**src/rtl/adat_tx_framer_if.sv**
```systemverilog
// ---------------------------------------------------------------------------
// adat_tx_framer_if
// Sample source handshake for the ADAT transmit framer.
//
// Signals:
//   sample_i [191:0]  eight 24-bit channel samples, channel n at [24n+23:24n]
//   user_i   [3:0]    ADAT user bits for the frame
//   valid_i           sample_i/user_i valid
//   ready_o           framer holding register empty; transfer on valid && ready
//
// Modports:
//   master  sample source (drives payload and valid, observes ready)
//   slave   framer side (observes payload and valid, drives ready)
// ---------------------------------------------------------------------------
interface adat_tx_framer_if;
    logic [191:0] sample_i;
    logic [3:0]   user_i;
    logic         valid_i;
    logic         ready_o;

    modport master (
        output sample_i,
        output user_i,
        output valid_i,
        input  ready_o
    );

    modport slave (
        input  sample_i,
        input  user_i,
        input  valid_i,
        output ready_o
    );
endinterface

```
**src/rtl/adat_tx_framer.sv**
```systemverilog
// ---------------------------------------------------------------------------
// adat_tx_framer
// Serialises one ADAT frame (8 x 24-bit samples + 4 user bits) into a
// 256-bit NRZ bitstream, one bit per bit_en_i strobe. Samples enter through
// a one-entry holding register; frames run back to back across source
// stalls, falling back to a zero or repeated payload when the holding
// register is empty at a frame boundary.
//
// Parameters:
//   IDLE_MODE  0: empty holding at a boundary sends zero samples, user 0000
//              1: empty holding at a boundary repeats the previous payload
//
// Ports:
//   clk_i          system clock
//   rst_ni         asynchronous active-low reset
//   bit_en_i       bit strobe; one output bit advanced per asserted cycle
//   src            sample source handshake (adat_tx_framer_if.slave)
//   data_o         NRZ frame bit (registered)
//   data_valid_o   data_o meaningful (high while running)
//   frame_start_o  one-cycle pulse alongside bit 0 of each frame
//   underrun_o     one-cycle pulse when a frame starts with holding empty
// ---------------------------------------------------------------------------
module adat_tx_framer #(
    parameter int IDLE_MODE = 0
) (
    input  logic              clk_i,
    input  logic              rst_ni,
    input  logic              bit_en_i,
    adat_tx_framer_if.slave   src,
    output logic              data_o,
    output logic              data_valid_o,
    output logic              frame_start_o,
    output logic              underrun_o
);

    localparam logic [0:0] ST_IDLE = 1'b0;
    localparam logic [0:0] ST_RUN  = 1'b1;

    // Frame bit k lives at f[255-k], so the serialiser always emits the MSB.
    function automatic logic [255:0] build_frame(input logic [191:0] s,
                                                 input logic [3:0]   u);
        logic [255:0] f;
        f        = '0;
        f[255]   = 1'b1;
        f[244]   = 1'b1;
        f[243:240] = u;
        for (int j = 0; j < 48; j++) begin
            f[239 - 5*j -: 5] = {1'b1, s[24*(j/6) + 23 - 4*(j%6) -: 4]};
        end
        return f;
    endfunction

    logic [0:0]   state_q,       state_d;
    logic [7:0]   cnt_q,         cnt_d;
    logic [255:0] shift_q,       shift_d;
    logic         hold_full_q,   hold_full_d;
    logic [191:0] hold_sample_q, hold_sample_d;
    logic [3:0]   hold_user_q,   hold_user_d;
    logic [191:0] last_sample_q, last_sample_d;
    logic [3:0]   last_user_q,   last_user_d;
    logic         ready_q,       ready_d;
    logic         data_q,        data_d;
    logic         dv_q,          dv_d;
    logic         fs_q,          fs_d;
    logic         ur_q,          ur_d;

    logic         accept_s;
    logic         load_s;
    logic [191:0] sel_sample_s;
    logic [3:0]   sel_user_s;
    logic [255:0] frame_s;

    // Next-state logic: holding handshake, frame loading and bit serialisation.
    always_comb begin
        state_d       = state_q;
        cnt_d         = cnt_q;
        shift_d       = shift_q;
        hold_full_d   = hold_full_q;
        hold_sample_d = hold_sample_q;
        hold_user_d   = hold_user_q;
        last_sample_d = last_sample_q;
        last_user_d   = last_user_q;
        data_d        = data_q;
        dv_d          = dv_q;
        fs_d          = 1'b0;
        ur_d          = 1'b0;
        load_s        = 1'b0;

        // ready_q is a pure register, so acceptance never depends
        // combinationally on valid_i feeding back into ready_o.
        accept_s = src.valid_i && ready_q;

        if (hold_full_q) begin
            sel_sample_s = hold_sample_q;
            sel_user_s   = hold_user_q;
        end else if (IDLE_MODE != 0) begin
            sel_sample_s = last_sample_q;
            sel_user_s   = last_user_q;
        end else begin
            sel_sample_s = 192'd0;
            sel_user_s   = 4'd0;
        end
        frame_s = build_frame(sel_sample_s, sel_user_s);

        if (bit_en_i) begin
            case (state_q)
                ST_IDLE: begin
                    if (hold_full_q) begin
                        load_s = 1'b1;
                    end else begin
                        data_d = 1'b0;
                        dv_d   = 1'b0;
                    end
                end
                ST_RUN: begin
                    if (cnt_q == 8'd255) begin
                        load_s = 1'b1;
                    end else begin
                        data_d  = shift_q[255];
                        shift_d = {shift_q[254:0], 1'b0};
                        cnt_d   = cnt_q + 8'd1;
                    end
                end
                default: begin
                    state_d = ST_IDLE;
                    data_d  = 1'b0;
                    dv_d    = 1'b0;
                end
            endcase
        end else begin
            state_d = state_q;
        end

        // Frame boundary: latch the payload, emit bit 0 and free the holding.
        if (load_s) begin
            data_d        = frame_s[255];
            shift_d       = {frame_s[254:0], 1'b0};
            cnt_d         = 8'd0;
            state_d       = ST_RUN;
            dv_d          = 1'b1;
            fs_d          = 1'b1;
            ur_d          = !hold_full_q;
            last_sample_d = sel_sample_s;
            last_user_d   = sel_user_s;
            hold_full_d   = 1'b0;
        end else begin
            fs_d = 1'b0;
        end

        // Accept only while ready_q is high, which implies holding empty,
        // so a transfer can never coincide with a drain.
        if (accept_s) begin
            hold_full_d   = 1'b1;
            hold_sample_d = src.sample_i;
            hold_user_d   = src.user_i;
        end else begin
            hold_sample_d = hold_sample_d;
        end

        ready_d = !hold_full_d;
    end

    // State and output registers with asynchronous clear.
    always_ff @(posedge clk_i or negedge rst_ni) begin
        if (!rst_ni) begin
            state_q       <= ST_IDLE;
            cnt_q         <= 8'd0;
            shift_q       <= 256'd0;
            hold_full_q   <= 1'b0;
            hold_sample_q <= 192'd0;
            hold_user_q   <= 4'd0;
            last_sample_q <= 192'd0;
            last_user_q   <= 4'd0;
            ready_q       <= 1'b0;
            data_q        <= 1'b0;
            dv_q          <= 1'b0;
            fs_q          <= 1'b0;
            ur_q          <= 1'b0;
        end else begin
            state_q       <= state_d;
            cnt_q         <= cnt_d;
            shift_q       <= shift_d;
            hold_full_q   <= hold_full_d;
            hold_sample_q <= hold_sample_d;
            hold_user_q   <= hold_user_d;
            last_sample_q <= last_sample_d;
            last_user_q   <= last_user_d;
            ready_q       <= ready_d;
            data_q        <= data_d;
            dv_q          <= dv_d;
            fs_q          <= fs_d;
            ur_q          <= ur_d;
        end
    end

    assign src.ready_o   = ready_q;
    assign data_o        = data_q;
    assign data_valid_o  = dv_q;
    assign frame_start_o = fs_q;
    assign underrun_o    = ur_q;

endmodule

```
**src/flat_wrapper.sv**
```systemverilog
// flat-port wrapper written by rule: the top's interface ports become plain ports
module adat_tx_framer_flat 
#(
    parameter int IDLE_MODE = 0
)
  (clk_i, rst_ni, bit_en_i, data_o, data_valid_o, frame_start_o, underrun_o, src_sample_i, src_user_i, src_valid_i, src_ready_o);
  adat_tx_framer_if src_i ();
  input  logic clk_i;
  input  logic rst_ni;
  input  logic bit_en_i;
  output logic data_o;
  output logic data_valid_o;
  output logic frame_start_o;
  output logic underrun_o;
  input wire logic [$bits(src_i.sample_i)-1:0] src_sample_i;
  input wire logic [$bits(src_i.user_i)-1:0] src_user_i;
  input wire logic [$bits(src_i.valid_i)-1:0] src_valid_i;
  output wire logic [$bits(src_i.ready_o)-1:0] src_ready_o;
  assign src_i.sample_i = src_sample_i;
  assign src_i.user_i = src_user_i;
  assign src_i.valid_i = src_valid_i;
  assign src_ready_o = src_i.ready_o;
  adat_tx_framer #(.IDLE_MODE(IDLE_MODE)) u_core (.clk_i(clk_i), .rst_ni(rst_ni), .bit_en_i(bit_en_i), .src(src_i), .data_o(data_o), .data_valid_o(data_valid_o), .frame_start_o(frame_start_o), .underrun_o(underrun_o));
endmodule
```
**config.mk**
```make
export PLATFORM = sky130hd
export DESIGN_NAME = adat_tx_framer_flat
export DESIGN_NICKNAME = d
export VERILOG_FILES = /design/src/rtl/adat_tx_framer_if.sv /design/src/rtl/adat_tx_framer.sv /design/src/flat_wrapper.sv
export SDC_FILE = /design/constraint.sdc
export NUM_CORES = 1
export LEC_CHECK = 0
export CAP_MARGIN = 5
export CORE_AREA = 2 2 219 221
export CTS_CLUSTER_SIZE = 14
export DETAILED_ROUTE_END_ITERATION = 16
export DIE_AREA = 0 0 221 223
export DONT_BUFFER_PORTS = 1
export PLACE_DENSITY_LB_ADDON = 0.15
export SYNTH_ARGS = -nofsm -noshare
export SYNTH_HDL_FRONTEND = slang
export SYNTH_SLANG_ARGS = --single-unit
```
**constraint.sdc**
```tcl
create_clock -name clk_i -period 2 [get_ports clk_i]
set_input_delay 0.3 -clock clk_i [delete_from_list [all_inputs] [get_ports clk_i]]
set_output_delay 0.3 -clock clk_i [all_outputs]
set_load 0.02 [all_outputs]
```
==> flow_summary_export.csv <==
group,metric,value,unit
die,start_util,39.4,%
timing,hold_slack,-0.569,ns
drt,viasPerCell,5.30,
drt,wl_per_cell,18.3,um
setup_path,slowest_stage,"dfrtp_1",
timing,finalHoldViolCount,466,
drt,drt_iter0_drc,951,
global_route,grt.total_usage,17.1,%
timing,slew_headroom,21.9,%
setup_path,path_common_cell,"buf_4",
timing,fin_crit,1.86,ns
cells_and_area,area_growth,24.0,%
cells_and_area,seqCellArea,0.0117,mm^2
clocking,max-clock-path-buffers,3,
drt,via_count,12300,
synthesis,synth_top_cell_area_share,62.8,%
synthesis,synth_area,0.0186,mm^2
pwr,ir_drop,0.000825,V
setup_path,arrival,2.38,ns
timing,rsz0062_at_grt,"no",
setup_path,critPathKind,"reg2reg",
clocking,cts_hold_buf,197,
drt,drt_wl_total,42.3,mm
synthesis,synth.distinct_cells,33,
cells_and_area,design_area,0.0230,mm^2
placed_design,port_buffers,0,
setup_path,cp_max_fo,33,
timing,clock_skew,0.0235,ns
pwr,power.density,1160,mW/mm^2
cells_and_area,fin_cells,2313,
cells_and_area,drive_above_1_share,19.3,%
cells_and_area,nets,1860,
cells_and_area,nFillCells,4235,
placed_design,gp_congestion,0.740,
clocking,cts.clk_slew.worst_paths,0.06,ns
timing,tightestPinTransition,1.17,ns
setup_path,cp_top_family,"buffers and inverters",
setup_path,path_buf_inv,3,
setup_path,crit_required,2.52,ns
clocking,htreeDepth,2,
synthesis,ys_seq_area_share,62.8,%
clocking,cts_tree,"yes",
setup_path,cp_slowest_stage_delay,0.40,ns
timing,max_freq,0.538,GHz
global_route,grt_overflow,0,
timing,setup_viol,0,
placed_design,dpl.hpwl,24.9,mm
synthesis,yosysTopAreaCell,"dfrtp_1",
clocking,cts_sinks,466,
timing,slew_viol_final,0,
pwr,total_power,26.8,mW
synthesis,ys_warn_count,0,
die,dieArea,0.0493,mm^2
clocking,cts_buffers,53,
global_route,antenna_found_initial,1,
clocking,cts-root-buf,"clkbuf_16",
synthesis,syn_inst,1483,
synthesis,syn_area_per_cell,12.5,um^2
cells_and_area,multi_input_area,0.00627,mm^2
min_path,hp-class,"in2async",
global_route,grt_pass1_vias,12800,
placed_design,dpl_cell_area,0.0194,mm^2
die,num_rows,80,
global_route,grt_pass1_wl,69.3,mm
placed_design,placed_cells_incl_taps,2016,
synthesis,synth_fp_nets,1684,
setup_path,critPathLaunchType,"flip-flop",
die,core_area,0.0471,mm^2
synthesis,synthTopCellsByArea,"dfrtp_1, mux2_2, a22oi_1",
drt,firstDrtPassIters,5,
die,die_h,223,um
drt,post-route-drc-count,0,
timing,finalCritPeriodShare,93.0,%
synthesis,ys_ff_latch,466,
setup_path,path_cells,"ha_1, and3_4, a31oi_4, buf_4, buf_12, buf_4, a22oi_1, o21ai_1",
outcome,status,"finished with violations",
timing,tns,0,ns
clocking,clkLatencyLatePin,0.59,ns
drt,ant_nets,0,
die,io_pins,205,
outcome,violations,"negative hold slack",
global_route,grt_max_degree,467,
flow_run,cap_violations,0,
setup_path,cp-end-kind,"flip-flop",
die,die_w,221,um
pwr,p_leak,10.1,nW
routing by layer:
layer | global-route usage, % | share of wire (%)
met5 | 0 | 0
met3 | 2.99 | 3.6
met4 | 4.91 | 1.7
met2 | 27.0 | 47
met1 | 24.4 | 48
cells in the mapped netlist, drive strengths merged:
library cell	number
nand4	1
a31o	1
nand2	208
nor2	3
and2	1
a22oi	195
inv	2
a21oi	2
mux2	197
a22o	13
o21a	1
buf	75
a31oi	2
o21ai	202
a32o	1
o22a	49
mux2i	3
o2bb2ai	1
clkbuf	49
nand3	2
dfrtp	466
and3	5
nand3b	1
ha	1
a21o	2
state kept, by name (all words and copies together), names as in the netlist:
| register | cells |
|---|---|
| u_core.state_q | 1 |
| u_core.data_o | 1 |
| u_core.underrun_o | 1 |
| u_core.hold_full_q | 1 |
| u_core.hold_sample_q | 192 |
| u_core.cnt_q | 8 |
| u_core.hold_user_q | 4 |
| u_core.frame_start_o | 1 |
| u_core.data_valid_o | 1 |
| u_core.src.ready_o | 1 |
| u_core.shift_q | 255 |
kinds of logic after synthesis:
family          synth area share [%]
fa+ha+maj                     0.0674
buf+inv                         3.64
flops                           62.8
simple gates                    4.64
compound gates                  16.7
mux                             12.1
power by group:
part           internal, mW  total [mW]  switching (mW)
Sequential             11.9        13.4            1.47
Clock                  5.38        9.15            3.77
Combinational          2.54        4.23            1.69
Total                  19.8        26.8            6.93
timing repair:
action	4_1_cts	5_1_grt
gates resized for setup	0	3
hold endpoints to repair	665	466
setup buffers	0	5
setup endpoints to repair	0	80
layout by cell type, fill, tap and decap left out, types with 2 or more instances in the layout:
cell type / instances
buf_4: 20
nand3_1: 2
o21ai_0: 69
and3_1: 4
clkbuf_16: 55
clkbuf_8: 8
a21oi_1: 2
nand2_1: 206
dfrtp_1: 465
inv_1: 2
a22oi_1: 195
a22o_1: 13
a21o_1: 2
clkinv_2: 7
o21ai_1: 132
dlygate4sd3_1: 197
mux2i_1: 3
o22a_1: 49
mux2_2: 197
nor2_1: 3
clkbuf_1: 19
buf_12: 26
clkinvlp_4: 3
metrics by stage:
step	util, %	setup slack, ns
final	48.9	0.140
after global placement	41.1	0.119
after global routing	48.9	0.0122
after detailed placement	41.1	0.0929
after CTS	48.7	0.0563
after floorplan	-	0.242
worst register-to-register path, stage by stage, from the launching register on:
cell,delay (ns)
dfrtp_1,0.40
ha_1,0.24
and3_4,0.22
a31oi_4,0.16
buf_4,0.15
buf_12,0.20
buf_4,0.26
a22oi_1,0.08
o21ai_1,0.09
cell type report:
type                            instances  area share (%)
Sequential cell                       466            50.6
Tap cell                              615            3.34
Clock buffer                           81            6.65
Clock inverter                         12           0.451
Multi-Input combinational cell        891            27.2
Inverter                                2          0.0326
Antenna cell                            1          0.0109
Timing Repair Buffer                  245            11.6
path summary, 6_finish.rpt:
kind,startpoint,end,slack [ns],cells after the start
worst max-delay path,u_core.cnt_q[0],u_core.shift_q[172],0.14,8
worst min-delay path,rst_ni,u_core.hold_sample_q[123],-0.57,0
worst max register to register,u_core.cnt_q[0],u_core.shift_q[172],0.14,8
worst min register to register,u_core.shift_q[39],u_core.shift_q[40],0.48,1
max in group asynchronous,rst_ni,u_core.shift_q[111],1.64,0
min in group clk_i,bit_en_i,u_core.cnt_q[2],0.04,3
Note: power is estimated with default switching activity, not from simulation.
